### config.mk
export PLATFORM = sky130hd
export DESIGN_NAME = sram_req_arbiter
export DESIGN_NICKNAME = d
export VERILOG_FILES = /design/src/rtl/sram_req_arbiter.sv
export SDC_FILE = /design/constraint.sdc
export NUM_CORES = 1
export LEC_CHECK = 0
export CORE_AREA = 4 4 107 109
export CTS_BUF_LIST = sky130_fd_sc_hd__clkbuf_2 sky130_fd_sc_hd__clkbuf_4 sky130_fd_sc_hd__clkbuf_8
export DETAILED_ROUTE_END_ITERATION = 8
export DIE_AREA = 0 0 111 113
export HOLD_SLACK_MARGIN = 0.15
export PLACE_DENSITY = 0.66
export SLEW_MARGIN = 30
export SYNTH_ARGS = -nofsm -noshare
export SYNTH_HDL_FRONTEND = slang
export SYNTH_SLANG_ARGS = --single-unit
export TNS_END_PERCENT = 100
### constraint.sdc
create_clock -name clk -period 3.3 [get_ports clk]
set_input_delay 0.33 -clock clk [delete_from_list [all_inputs] [get_ports clk]]
set_output_delay 0.33 -clock clk [all_outputs]
set_load 0.03 [all_outputs]
### src/rtl/sram_req_arbiter.sv
// Two-to-one SRAM-like request arbiter with in-order response routing.
// Optional round-robin arbitration is enabled by defining ARB_ROUND_ROBIN_EN.
module sram_req_arbiter #(
  parameter int OT_DEPTH = 4
) (
  input  logic        clk,
  input  logic        resetn,
  input  logic        i_req,
  input  logic [31:0] i_addr,
  output logic        i_addr_ok,
  output logic        i_data_ok,
  output logic [31:0] i_rdata,
  input  logic        d_req,
  input  logic        d_wr,
  input  logic [1:0]  d_size,
  input  logic [3:0]  d_wstrb,
  input  logic [31:0] d_addr,
  input  logic [31:0] d_wdata,
  output logic        d_addr_ok,
  output logic        d_data_ok,
  output logic [31:0] d_rdata,
  output logic        m_req,
  output logic        m_wr,
  output logic [1:0]  m_size,
  output logic [3:0]  m_wstrb,
  output logic [31:0] m_addr,
  output logic [31:0] m_wdata,
  input  logic        m_addr_ok,
  input  logic        m_data_ok,
  input  logic [31:0] m_rdata
);

  localparam int PtrW = $clog2(OT_DEPTH);
  localparam int CntW = PtrW + 1;

  typedef enum logic {
    LockIdle   = 1'b0,
    LockHeld   = 1'b1
  } lock_state_e;

  lock_state_e           lock_q;
  logic                  lockedOwner_q;
  logic                  rr_q;
  logic [OT_DEPTH-1:0]   fifo_q;
  logic [PtrW-1:0]       wrPtr_q, wrPtr_d;
  logic [PtrW-1:0]       rdPtr_q, rdPtr_d;
  logic [CntW-1:0]       count_q, count_d;

  logic full;
  logic candI, candD;
  logic winner;
  logic owner;
  logic ownerReq;
  logic accept;
  logic pop;
  logic headOwner;

  assign full  = (count_q == CntW'(OT_DEPTH));
  assign candI = i_req && !full;
  assign candD = d_req && !full;

  // Owner id: 0 = inst, 1 = data. With no candidate the winner is don't-care.
  always_comb begin
    winner = 1'b0;
`ifdef ARB_ROUND_ROBIN_EN
    if (candI && candD) winner = rr_q;
    else                winner = candD;
`else
    winner = candD;
`endif
  end

  assign owner    = (lock_q == LockHeld) ? lockedOwner_q : winner;
  assign ownerReq = owner ? d_req : i_req;
  assign m_req    = resetn && ownerReq && !full;
  assign accept   = m_req && m_addr_ok;

  assign m_wr    = owner ? d_wr    : 1'b0;
  assign m_size  = owner ? d_size  : 2'd2;
  assign m_wstrb = owner ? d_wstrb : 4'h0;
  assign m_addr  = owner ? d_addr  : i_addr;
  assign m_wdata = owner ? d_wdata : 32'h0;

  assign i_addr_ok = accept && !owner;
  assign d_addr_ok = accept &&  owner;

  // Responses arrive in acceptance order, so the FIFO head names the requester.
  assign pop       = resetn && m_data_ok && (count_q != '0);
  assign headOwner = fifo_q[rdPtr_q];
  assign i_data_ok = pop && !headOwner;
  assign d_data_ok = pop &&  headOwner;
  assign i_rdata   = m_rdata;
  assign d_rdata   = m_rdata;

  always_comb begin
    wrPtr_d = wrPtr_q;
    rdPtr_d = rdPtr_q;
    count_d = count_q;
    if (accept) wrPtr_d = wrPtr_q + 1'b1;
    if (pop)    rdPtr_d = rdPtr_q + 1'b1;
    if (accept && !pop)      count_d = count_q + 1'b1;
    else if (pop && !accept) count_d = count_q - 1'b1;
  end

  always_ff @(posedge clk) begin
    if (!resetn) begin
      wrPtr_q <= '0;
      rdPtr_q <= '0;
      count_q <= '0;
      fifo_q  <= '0;
    end else begin
      wrPtr_q <= wrPtr_d;
      rdPtr_q <= rdPtr_d;
      count_q <= count_d;
      if (accept) fifo_q[wrPtr_q] <= owner;
    end
  end

  // A presented but unaccepted request keeps its owner until the handshake ends.
  always_ff @(posedge clk) begin
    if (!resetn) begin
      lock_q        <= LockIdle;
      lockedOwner_q <= 1'b0;
      rr_q          <= 1'b0;
    end else begin
      case (lock_q)
        LockIdle: begin
          if (m_req && !m_addr_ok) begin
            lock_q        <= LockHeld;
            lockedOwner_q <= owner;
          end
        end
        LockHeld: begin
          if (accept) lock_q <= LockIdle;
        end
        default: lock_q <= LockIdle;
      endcase
      if (accept) rr_q <= ~owner;
    end
  end

endmodule
==> run summary <==
=================================================================================
Total power ........................................................      1.35 mW
Clock-pin slew on the worst setup and hold paths ...................      0.05 ns
Switching pwr ......................................................       583 uW
Arrival time at the worst endpoint .................................      2.49 ns
Final net count ....................................................          491
Final setup TNS ....................................................         0 ns
Predominant post-synthesis flop cell ............................... sky130_fd_sc_hd__dfxtp_1
Setup Buffers After CTS ............................................            0
Largest buffer count on any clock path .............................            2
Routed wirelength normalized by instance count .....................      14.8 um
Largest fanout on the critical path ................................            5
Number of global-route vias before repair ..........................         2126
Area enclosed by the die boundary ..................................   12500 um^2
Proportion of power drawn by the clock network .....................        10.9%
DRC Markers ........................................................            0
# resized after CTS ................................................            0
Setup crit end kind ................................................ primary output
Sw Ratio ...........................................................        43.2%
Post-detail-place hpwl .............................................      6260 um
Post-synth top cells ............................................... sky130_fd_sc_hd__buf_4, sky130_fd_sc_hd__and2_1, sky130_fd_sc_hd__mux2_2
Global routing usage on met2 .......................................        19.1%
Total track usage ..................................................        10.6%
Height of the die ..................................................       113 um
Final critical path time including I/O delays and setup ............      2.82 ns
H-tree Lvls ........................................................            1
Pin count of the biggest net entering global routing ...............           64
Met3 GRT Util ......................................................        5.61%
Antenna violations before repair ...................................            0
Number of clock buffers inserted by TritonCTS ......................            3
Category of the critical setup timing path ......................... primary input to primary output
Internal cell power ................................................       766 uW
Max-cap violations .................................................            0
Max_slew headroom ..................................................        48.3%
Number of pins exceeding their max-slew limit in the final report ..            0
Cell Pwr Density ...................................................  393 nW/um^2
Setup violators final ..............................................            0
Share of async-settable or async-resettable flops after synthesis ..           0%
Maximum resistive drop on vdd ......................................   0.000196 V
Main area contributors after synthesis ............................. sky130_fd_sc_hd__buf_4, sky130_fd_sc_hd__mux2_2, sky130_fd_sc_hd__dfxtp_1
Sequential share of power ..........................................        14.8%
RePlAce Congestion .................................................        0.796
DIE WIDTH ..........................................................       111 um
Via count of the routed design .....................................         1848
Post-synthesis net count ...........................................          372
Residual antenna-violating net count after detailed routing ........            0
Starting density of the core .......................................        17.4%
Most heavily used metal layer in global routing ....................         met2
Clock network latency to the later pin of the worst-skew pair ......      0.24 ns
Flops & latches, synth .............................................           13
Routed vias/inst ...................................................         3.83
Synthesized instance count .........................................          225
Met1 Usage GRT .....................................................        11.0%
RSZ-0062 raised after global routing ...............................           no
Layout area overhead ...............................................        86.0%
Layout cell share with drive strength beyond 1 .....................        13.4%
Synth cell types ...................................................           32
TritonCTS clock tree ...............................................          yes
Status .............................................................    completed
Residual overflow from global routing ..............................            0
FP Rows ............................................................           38
YS warnings ........................................................            0
Placeable core region ..............................................   10600 um^2
Mean area per synthesized cell .....................................    8.20 um^2
Number of buffers inserted by port buffering .......................          184
Worst Max-Slew Pin Slew ............................................     0.763 ns
Reported leakage power .............................................      1.30 nW
Top-count cell post-synth .......................................... sky130_fd_sc_hd__buf_4
Global-route wire length before repair .............................     11000 um
Cell at the root of the clock tree ................................. sky130_fd_sc_hd__clkbuf_8
Diode count ........................................................            0
Initial detailed-routing violation count ...........................           53
Required time of the critical path .................................      2.97 ns
Tightest Hold Check Type ........................................... flop to flop
Post-Syn Area ......................................................    1850 um^2
CTS Hold Bufs ......................................................            0
Detailed-routing iteration count for the pre-antenna-repair pass ...            4
Library cell occupying the most area in the post-synthesis netlist . sky130_fd_sc_hd__buf_4
Final-report hold violation count ..................................            0
Filler cell count ..................................................         1116
Share of the cycle needed by the critical path after routing .......        85.5%
IO Count ...........................................................          281
Portion of synthesized cell area occupied by the leading cell type .        26.4%
Part of the power in combinational logic ...........................        74.3%
Routed wire length .................................................      7170 um
Number of flops mapped to enable cells by yosys ....................            0
Worst setup SP type ................................................ primary input
Clock skew .........................................................  0.000967 ns
Clk sink count .....................................................           13
Sequential area share after synthesis ..............................        14.1%
Achievable frequency ...............................................    0.354 GHz
=================================================================================
==> final timing paths <==
| path | start | cells after the start | end | slack (ns) |
|---|---|---|---|---|
| setup / recovery | d_req | 6 | i_addr_ok | 0.48 |
| hold / removal | fifo_q[0] | 2 | fifo_q[0] | 0.47 |
| setup reg to reg | count_q[0] | 9 | count_q[2] | 0.81 |
| hold reg to reg | fifo_q[0] | 2 | fifo_q[0] | 0.47 |
==> power groups by stage <==
stage	Sequential [mW]	Clock [mW]	Combinational, mW
6_report	0.200	0.146	1.00
5_1_grt	0.204	0.159	1.07
4_1_cts	0.200	0.152	1.02
3_5_place_dp	0.203	0	1.01
3_3_place_gp	0.203	0	1.00
2_1_floorplan	0.199	0	0.713
==> routing by layer <==
layer / up-vias / part of all wire (%)
met5: - / 0
met4: 0 / 1.7
met3: 20 / 13
met2: 117 / 49
met1: 807 / 36
li1: 904 / -
==> placed cells by master (no fill, tap or decap), types with 2 or more instances in the layout <==
| cell | synthesis | final |
|---|---|---|
| sky130_fd_sc_hd__mux2i_1 | 6 | 6 |
| sky130_fd_sc_hd__clkdlybuf4s50_1 | 0 | 184 |
| sky130_fd_sc_hd__nand2_1 | 7 | 7 |
| sky130_fd_sc_hd__inv_1 | 5 | 5 |
| sky130_fd_sc_hd__nor2_1 | 11 | 11 |
| sky130_fd_sc_hd__o21ai_0 | 4 | 4 |
| sky130_fd_sc_hd__nand3_1 | 6 | 6 |
| sky130_fd_sc_hd__clkbuf_8 | 0 | 3 |
| sky130_fd_sc_hd__dfxtp_1 | 13 | 13 |
| sky130_fd_sc_hd__mux2_2 | 32 | 32 |
| sky130_fd_sc_hd__and2_1 | 38 | 38 |
| sky130_fd_sc_hd__a21oi_1 | 3 | 3 |
| sky130_fd_sc_hd__ha_1 | 5 | 5 |
| sky130_fd_sc_hd__nand2b_1 | 2 | 2 |
| sky130_fd_sc_hd__xor2_1 | 2 | 2 |
| sky130_fd_sc_hd__buf_4 | 65 | 3 |
| sky130_fd_sc_hd__nor3_1 | 2 | 2 |
| sky130_fd_sc_hd__xnor2_1 | 2 | 2 |
==> state kept, by name, indices dropped and copies added (netlist names), named ones only <==
signal,count
rdPtr_q,2
lockedOwner_q,1
fifo_q,4
count_q,3
wrPtr_q,2
==> logic make-up after synthesis <==
kind of cell | Yosys count | share of synthesized area (%)
buffers and inverters | 81 | 30.4
AND/OR/NAND/NOR | 70 | 21.1
multiplexers | 39 | 24.0
flip-flops | 13 | 14.1
AO/OA/AOI/OAI | 12 | 4.07
adder cells (fa/ha/maj) | 6 | 4.47
XOR/XNOR | 4 | 1.90
==> stage by stage <==
stage	instances	hold WS (ns)	util (%)	area [um^2]	worst slack, ns
after floorplan	225	0.435	-	1850	0.999
after global placement	479	0.452	31.9	3380	0.452
after detailed placement	479	0.461	31.9	3380	0.379
after CTS	483	0.468	32.4	3430	0.457
after global routing	483	0.489	32.4	3430	0.367
final	483	0.465	32.4	3430	0.477
==> area by class of cell <==
cell class / count / area [um^2] / area share (%)
timing repair buffer: 188 / 1880 / 54.9
multi-input combinational: 131 / 1040 / 30.2
sequential: 13 / 260 / 7.58
tap: 140 / 175 / 5.10
clock buffer: 4 / 48.8 / 1.42
inverter: 7 / 27.5 / 0.802
==> worst max-delay path, cell delays in order <==
cell and delay [ns]:
sky130_fd_sc_hd__clkdlybuf4s50_1 0.52, sky130_fd_sc_hd__mux2i_1 0.09, sky130_fd_sc_hd__a2111o_1 0.48, sky130_fd_sc_hd__nor3_1 0.24, sky130_fd_sc_hd__buf_4 0.15, sky130_fd_sc_hd__clkdlybuf4s50_1 0.67
No activity file was read; power rests on OpenSTA's default activity.
